===== src/rtl/vga_field_overlay_if.sv =====
// Descriptor-table write port of the VGA text overlay: one slot written per cycle when wr is high.
interface vga_field_overlay_if #(
  parameter int N_FIELDS = 16
);
  localparam int IDX_W = (N_FIELDS > 1) ? $clog2(N_FIELDS) : 1;

  logic             wr;
  logic [IDX_W-1:0] idx;
  logic [4:0]       row;
  logic [6:0]       col;
  logic [1:0]       fmt;
  logic [5:0]       len;

  modport master (output wr, idx, row, col, fmt, len);
  modport slave  (input  wr, idx, row, col, fmt, len);
endinterface


===== src/rtl/vga_field_overlay.sv =====
// Text-mode overlay: renders frame-stable snapshots of datapath values as hex/bin/dec
// characters at programmable text cells, with a 2-cycle lookup from pixel x/y to ASCII.
module vga_field_overlay #(
  parameter int N_FIELDS   = 16,
  parameter int VAL_W      = 32,
  parameter int DEC_DIGITS = 10,
  parameter int COLS       = 80,
  parameter int ROWS       = 30
) (
  input  logic                      clock,
  input  logic                      reset,
  vga_field_overlay_if.slave        cfg,
  input  logic [N_FIELDS*VAL_W-1:0] field_values,
  input  logic                      frame_start,
  input  logic                      freeze,
  input  logic [9:0]                x,
  input  logic [9:0]                y,
  input  logic                      video_on,
  output logic                      char_hit,
  output logic [6:0]                char_out,
  output logic                      busy,
  output logic                      snap_done
);

  localparam int         IDX_W   = (N_FIELDS > 1) ? $clog2(N_FIELDS) : 1;
  localparam int         BCD_W   = 4 * DEC_DIGITS;
  localparam int         CNT_W   = (VAL_W > 1) ? $clog2(VAL_W) : 1;
  localparam logic [7:0] COL_LIM = 8'(COLS);
  localparam logic [5:0] ROW_LIM = 6'(ROWS);

  typedef enum logic [1:0] {FMT_OFF, FMT_HEX, FMT_BIN, FMT_DEC} fmt_e;
  typedef enum logic [2:0] {S_IDLE, S_LATCH, S_SCAN, S_CONV, S_NEXT, S_DONE} state_e;

  logic [4:0] d_row [N_FIELDS];
  logic [6:0] d_col [N_FIELDS];
  fmt_e       d_fmt [N_FIELDS];
  logic [5:0] d_len [N_FIELDS];

  // NOTE: these tables are small register files, so they get a real reset; a RAM-mapped
  // table could not be cleared in one cycle and would need a sweep instead.
  always_ff @(posedge clock or posedge reset) begin
    if (reset) begin
      for (int i = 0; i < N_FIELDS; i++) begin
        d_row[i] <= '0;
        d_col[i] <= '0;
        d_fmt[i] <= FMT_OFF;
        d_len[i] <= '0;
      end
    end else if (cfg.wr) begin
      d_row[cfg.idx] <= cfg.row;
      d_col[cfg.idx] <= cfg.col;
      d_fmt[cfg.idx] <= fmt_e'(cfg.fmt);
      d_len[cfg.idx] <= cfg.len;
    end
  end

  // One shift-add-3 step: correct every BCD digit >= 5, then shift in the next binary bit.
  function automatic logic [BCD_W-1:0] dabble(input logic [BCD_W-1:0] acc, input logic b);
    logic [BCD_W-1:0] a;
    a = acc;
    for (int k = 0; k < DEC_DIGITS; k++)
      if (a[4*k +: 4] >= 4'd5) a[4*k +: 4] = a[4*k +: 4] + 4'd3;
    return {a[BCD_W-2:0], b};
  endfunction

  state_e           state;
  logic [IDX_W-1:0] f;
  logic [VAL_W-1:0] shadow [N_FIELDS];
  logic [BCD_W-1:0] bcd    [N_FIELDS];
  logic [BCD_W-1:0] acc;
  logic [VAL_W-1:0] sreg;
  logic [CNT_W-1:0] cnt;

  // NOTE: every register here uses <= so all updates see the same pre-edge state,
  // whatever order the statements are written in.
  always_ff @(posedge clock or posedge reset) begin
    if (reset) begin
      state     <= S_IDLE;
      f         <= '0;
      busy      <= 1'b0;
      snap_done <= 1'b0;
      acc       <= '0;
      sreg      <= '0;
      cnt       <= '0;
      for (int i = 0; i < N_FIELDS; i++) begin
        shadow[i] <= '0;
        bcd[i]    <= '0;
      end
    end else begin
      snap_done <= 1'b0;
      unique case (state)
        S_IDLE: if (frame_start && !freeze) begin
          state <= S_LATCH;
          busy  <= 1'b1;
        end
        S_LATCH: begin
          for (int i = 0; i < N_FIELDS; i++) shadow[i] <= field_values[i*VAL_W +: VAL_W];
          f     <= '0;
          state <= S_SCAN;
        end
        S_SCAN: if (d_fmt[f] == FMT_DEC && d_len[f] != 6'd0) begin
          sreg  <= shadow[f];
          acc   <= '0;
          cnt   <= '0;
          state <= S_CONV;
        end else begin
          state <= S_NEXT;
        end
        S_CONV: begin
          acc  <= dabble(acc, sreg[VAL_W-1]);
          sreg <= {sreg[VAL_W-2:0], 1'b0};
          cnt  <= cnt + 1'b1;
          if (cnt == CNT_W'(VAL_W - 1)) begin
            bcd[f] <= dabble(acc, sreg[VAL_W-1]);
            state  <= S_NEXT;
          end
        end
        S_NEXT: if (f == IDX_W'(N_FIELDS - 1)) begin
          state     <= S_DONE;
          snap_done <= 1'b1;
        end else begin
          f     <= f + 1'b1;
          state <= S_SCAN;
        end
        S_DONE: begin
          busy  <= 1'b0;
          state <= S_IDLE;
        end
        default: state <= S_IDLE;
      endcase
    end
  end

  logic [6:0] cell_c;
  logic [4:0] cell_r;
  logic       unused_bits;
  assign cell_c      = x[9:3];
  assign cell_r      = y[8:4];
  assign unused_bits = ^{x[2:0], y[9], y[3:0]};

  logic             hit_n;
  logic [IDX_W-1:0] idx_n;
  logic [5:0]       digit_n;
  fmt_e             fmt_n;

  // Scan from the top so the lowest matching index is written last and wins.
  // NOTE: all outputs are defaulted first so no path through the loop leaves a latch.
  always_comb begin
    hit_n   = 1'b0;
    idx_n   = '0;
    digit_n = '0;
    fmt_n   = FMT_OFF;
    for (int i = N_FIELDS - 1; i >= 0; i--) begin
      if (d_fmt[i] != FMT_OFF && d_len[i] != 6'd0 && d_row[i] == cell_r &&
          cell_c >= d_col[i] &&
          {1'b0, cell_c} < ({1'b0, d_col[i]} + {2'b00, d_len[i]}) &&
          {1'b0, cell_c} < COL_LIM && {1'b0, cell_r} < ROW_LIM) begin
        hit_n   = 1'b1;
        idx_n   = IDX_W'(i);
        digit_n = 6'({1'b0, d_len[i]} - 7'd1 - (cell_c - d_col[i]));
        fmt_n   = d_fmt[i];
      end
    end
  end

  logic             s1_hit;
  logic             s1_video;
  logic [IDX_W-1:0] s1_idx;
  logic [5:0]       s1_digit;
  fmt_e             s1_fmt;
  logic [3:0]       nib;

  // Digit indices past the stored width shift everything out and read as 0.
  always_comb begin
    nib = 4'h0;
    unique case (s1_fmt)
      FMT_HEX: nib = 4'(shadow[s1_idx] >> {s1_digit, 2'b00});
      FMT_BIN: nib = 4'(shadow[s1_idx] >> s1_digit) & 4'h1;
      FMT_DEC: nib = 4'(bcd[s1_idx] >> {s1_digit, 2'b00});
      default: nib = 4'h0;
    endcase
  end

  function automatic logic [6:0] to_ascii(input logic [3:0] v);
    return (v < 4'd10) ? 7'h30 + {3'b000, v} : 7'h37 + {3'b000, v};
  endfunction

  always_ff @(posedge clock or posedge reset) begin
    if (reset) begin
      s1_hit   <= 1'b0;
      s1_video <= 1'b0;
      s1_idx   <= '0;
      s1_digit <= '0;
      s1_fmt   <= FMT_OFF;
      char_hit <= 1'b0;
      char_out <= 7'h00;
    end else begin
      s1_hit   <= hit_n;
      s1_video <= video_on;
      s1_idx   <= idx_n;
      s1_digit <= digit_n;
      s1_fmt   <= fmt_n;
      char_hit <= s1_hit & s1_video;
      char_out <= s1_hit ? to_ascii(nib) : 7'h00;
    end
  end

endmodule


===== src/flat_wrapper.sv =====
// flat-port wrapper written by rule: the top's interface ports become plain ports
module vga_field_overlay_flat 
#(
  parameter int N_FIELDS   = 16,
  parameter int VAL_W      = 32,
  parameter int DEC_DIGITS = 10,
  parameter int COLS       = 80,
  parameter int ROWS       = 30
)
  (clock, reset, field_values, frame_start, freeze, x, y, video_on, char_hit, char_out, busy, snap_done, cfg_wr, cfg_idx, cfg_row, cfg_col, cfg_fmt, cfg_len);
  vga_field_overlay_if #(.N_FIELDS(N_FIELDS)) cfg_i ();
  input  logic clock;
  input  logic reset;
  input  logic [N_FIELDS*VAL_W-1:0] field_values;
  input  logic frame_start;
  input  logic freeze;
  input  logic [9:0] x;
  input  logic [9:0] y;
  input  logic video_on;
  output logic char_hit;
  output logic [6:0] char_out;
  output logic busy;
  output logic snap_done;
  input wire logic [$bits(cfg_i.wr)-1:0] cfg_wr;
  input wire logic [$bits(cfg_i.idx)-1:0] cfg_idx;
  input wire logic [$bits(cfg_i.row)-1:0] cfg_row;
  input wire logic [$bits(cfg_i.col)-1:0] cfg_col;
  input wire logic [$bits(cfg_i.fmt)-1:0] cfg_fmt;
  input wire logic [$bits(cfg_i.len)-1:0] cfg_len;
  assign cfg_i.wr = cfg_wr;
  assign cfg_i.idx = cfg_idx;
  assign cfg_i.row = cfg_row;
  assign cfg_i.col = cfg_col;
  assign cfg_i.fmt = cfg_fmt;
  assign cfg_i.len = cfg_len;
  vga_field_overlay #(.N_FIELDS(N_FIELDS), .VAL_W(VAL_W), .DEC_DIGITS(DEC_DIGITS), .COLS(COLS), .ROWS(ROWS)) u_core (.clock(clock), .reset(reset), .cfg(cfg_i), .field_values(field_values), .frame_start(frame_start), .freeze(freeze), .x(x), .y(y), .video_on(video_on), .char_hit(char_hit), .char_out(char_out), .busy(busy), .snap_done(snap_done));
endmodule

===== config.mk =====
export PLATFORM = sky130hd
export DESIGN_NAME = vga_field_overlay_flat
export DESIGN_NICKNAME = d
export VERILOG_FILES = /design/src/rtl/vga_field_overlay_if.sv /design/src/rtl/vga_field_overlay.sv /design/src/flat_wrapper.sv
export SDC_FILE = /design/constraint.sdc
export NUM_CORES = 2
export LEC_CHECK = 0
export CORE_MARGIN = 1
export CORE_UTILIZATION = 30
export DETAILED_ROUTE_END_ITERATION = 8
export DONT_BUFFER_PORTS = 1
export PLACE_DENSITY = 0.45
export SLEW_MARGIN = 10
export SYNTH_ARGS = -nofsm -noshare
export SYNTH_HDL_FRONTEND = slang
export SYNTH_SLANG_ARGS = --single-unit
export TNS_END_PERCENT = 100

===== constraint.sdc =====
create_clock -name clock -period 58.7 [get_ports clock]
set_input_delay 11.74 -clock clock [delete_from_list [all_inputs] [get_ports clock]]
set_output_delay 11.74 -clock clock [all_outputs]
set_load 0.005 [all_outputs]

==> metrics.log <==
[metrics] CTS H-tree lvls: 4
[metrics] RSZ-0062 raised after global routing: no
[metrics] largest clock skew in the final design: ~120 ps
[metrics] number of buffers added on ports: 0
[metrics] area fraction of the dominant cell type after synthesis: around 45%
[metrics] post-synthesis to final-layout area growth: 11.6%
[metrics] total wire length after detailed routing: 304 mm
[metrics] worst slew pin tran: roughly 1300 ps
[metrics] fmax: between 60 and 70 MHz
[metrics] Final setup viols: 0
[metrics] post-route core utilization: 33.8%
[metrics] Inserted Clock Buffers: approximately 190
[metrics] number of non-filler instances in the completed layout: about 12000
[metrics] wire length of the first global-routing pass: around 440 mm
[metrics] number of distinct library cells after synthesis: 91
[metrics] max capacitance violation total: 0
[metrics] ratio of routed vias to standard cells: approximately 5.2
[metrics] power density of the placed cells: roughly 45 nW/um^2
[metrics] via count: 60348
[metrics] status: finished clean
[metrics] worst hold-check slack: around 470 ps
[metrics] peak ir drop on the vdd network: 39.4 uV
[metrics] cell taking the most area after synthesis: dfrtp_1
[metrics] number of nets in the final layout: roughly 8500
[metrics] aggregate global-route resource usage: 20.2%
[metrics] FF+latch area: 39600 um^2
[metrics] fill count: 29301
[metrics] I/O pins: 572
[metrics] number of buffers between clock root and the deepest sink: 4
[metrics] count of flip-flops with a built-in enable after synthesis: 0
[metrics] CTS tree: built
[metrics] DIE HEIGHT: roughly 540 um
[metrics] dominant register cell in the synthesized netlist: dfrtp_1
[metrics] clock-pin slew reported for the worst setup and hold paths after clock tree synthesis: 60 ps
[metrics] HPWL reported at the end of detailed placement: 205 mm
[metrics] Max transition margin: about an eighth
[metrics] share of post-route cells with drive strength above 1: approximately 22%
[metrics] Synth Net Count: ~8700
[metrics] gate count after technology mapping: around 7600
[metrics] Die W: 545 um
[metrics] number of detailed-routing iterations run before antenna repair: 5
[metrics] biggest fanout along the worst timing path: 121
[metrics] worst hold path type: reg2reg
[metrics] post-synthesis cell area: about 88000 um^2
[metrics] number of nets still failing antenna checks after routing: 0
[metrics] root buf cell: clkbuf_16
[metrics] Static Leak: roughly 41 nW
[metrics] # rows: roughly 200
[metrics] setup_tns: 0 ps
[metrics] DRC errors left: 0
[metrics] cells taking the most area after synthesis: dfrtp_1, mux4_2, mux2_2
[metrics] Fin. Hold Viols: 0
[metrics] sequential share of the synthesized area: ~45%
[metrics] min Tclk post-route: between 15000 and 20000 ps
[metrics] antenna violations before repair: 130
[metrics] GPL Wtd Cong: around 0.87
[metrics] critical setup path kind: in2async
[metrics] final max-slew violation count: 0
[metrics] number of placed cells counting well taps: approximately 11000
[metrics] vias in the first global route: between 60000 and 70000
[metrics] pin count of the biggest net entering global routing: 174
[metrics] sum of overflow across all layers after global routing: 0
[metrics] count of hold-fix buffers inserted at cts: 0
[metrics] worst-skew pair later-pin latency: ~900 ps
[metrics] Worst EP required: slightly below 60000 ps
[metrics] setup slack of the worst register-to-register path: 51920 ps
[metrics] routed length per instance: 26.4 um
[metrics] Placeable Area: about 290000 um^2
[metrics] CP startpoint kind: input pin
[metrics] area of the die: just under 300000 um^2
[metrics] footprint of the multi-input gates: roughly 45000 um^2
[metrics] post-route fraction of the period consumed by the critical path: 27.8%
[metrics] Starting Density: between 30% and 40%
[metrics] PnR Total Power: between 0.004 and 0.005 W
[metrics] kind of end point of the critical path: asynchronous set/reset pin
[metrics] FF+latch count, synth: 1580
[metrics] count of cells resized by post-cts repair: 0
[metrics] violation count after the first detailed-route iteration: between 4000 and 5000
[metrics] post-CTS setup-driven buffer insertion count: 0
[metrics] Arrival @ worst endpoint: about 17000 ps
[metrics] Ys Warns: 0
[metrics] Avg Cell Area, Syn: around 12 um^2
[metrics] clk sink count: approximately 1600
[metrics] share of flip-flops with an asynchronous set or reset after synthesis: 100%
==> where the power goes <==
group	switching (W)	internal (W)
logic	0.000782	0.000820
clock network	0.000491	0.000709
registers	0.000275	0.00134
total	0.00155	0.00287
==> state kept, by name, summed over array words and instances, names as in the netlist, 3 cells and up <==
| signal | flops |
|---|---|
| u_core.s1_digit | 6 |
| u_core.shadow | 512 |
| u_core.char_out | 7 |
| u_core.d_col | 112 |
| u_core.sreg | 32 |
| u_core.s1_idx | 4 |
| u_core.cnt | 5 |
| u_core.d_len | 96 |
| u_core.acc | 40 |
| u_core.bcd | 640 |
| u_core.d_row | 80 |
| u_core.d_fmt | 32 |
| u_core.f | 4 |
| u_core.state | 3 |
==> cells in the mapped netlist (31+ instances only) <==
cell type,number
mux2i_1,97
a211oi_1,35
dfrtp_1,1580
buf_2,38
nand3_1,72
buf_1,43
o22ai_1,65
nand2_1,966
nor3_1,53
nor4_1,33
o21ai_0,882
fa_1,112
clkbuf_1,370
nand2b_1,64
nor2_1,129
mux2_2,764
nor2b_1,31
a21oi_1,241
xnor2_1,191
mux4_2,431
inv_1,389
ha_1,395
xor2_1,78
a21o_1,109
==> per-layer routing <==
| metal | routed length [um] | part of all wire (%) | global-route usage, % |
|---|---|---|---|
| met1 | 127000 | 42 | 25.7 |
| met2 | 145000 | 48 | 33.5 |
| met3 | 19300 | 6.4 | 4.40 |
| met4 | 12100 | 4.0 | 8.04 |
| met5 | 539 | 0.18 | 0 |
==> critical path, cell delays in order <==
cell and delay [ps]:
inv_8 510, buf_4 790, buf_4 760, buf_4 830
buf_4 850, buf_4 650, buf_4 780
==> kinds of logic after synthesis <==
group / after synthesis / share of synthesized area [%]
compound gates: 1590 / 10.4
simple gates: 1471 / 7.27
fa+ha+maj: 507 / 8.14
xor+xnor: 269 / 2.67
flops: 1580 / 44.8
mux: 1313 / 22.5
buf+inv: 893 / 4.26
==> area by class of cell <==
type / instances / share of cell area (%)
Clock buffer: 284 / 5.69
Sequential cell: 1580 / 40.2
Timing Repair Buffer: 111 / 0.960
Multi-Input combinational cell: 5150 / 45.9
Clock inverter: 43 / 0.631
Antenna cell: 66 / 0.168
Inverter: 391 / 1.50
Tap cell: 3900 / 4.95
==> cell usage in the layout, fill, tap and decap left out, types with 35 or more instances in the layout <==
cell,n
a21oi_1,236
buf_4,102
mux2_2,764
a21o_1,109
nor2_1,119
o21ai_0,881
a211oi_1,35
nand3_1,64
clkbuf_16,193
inv_1,386
dfrtp_1,1571
o22ai_1,65
xnor2_1,188
mux4_2,431
clkbuf_8,43
mux2i_1,97
ha_1,395
xor2_1,78
fa_1,112
nor3_1,53
diode_2,66
nand2b_1,64
nand2_1,956
clkbuf_1,48
==> per-stage QoR <==
step | instance area, um^2 | worst slack [ps]
floorplan | 88300 | 2380
detailed placement | 92100 | 41110
global route | 98400 | 41400
global placement | 92100 | 41260
CTS | 98300 | 42030
finish | 98500 | 42380
==> worst paths after layout <==
check                                     start            endpoint  cells after the start
worst max-delay path                      reset  u_core.shadow[146]                      7
worst min-delay path            u_core.s1_video     u_core.char_hit                      1
worst max register to register      u_core.f[1]       u_core.cnt[0]                     10
worst min register to register  u_core.s1_video     u_core.char_hit                      1
max in group clock                         x[3]  u_core.s1_digit[1]                     14
min in group asynchronous                 reset    u_core.d_col[62]                      1
Power figures use the tool's default switching activity.
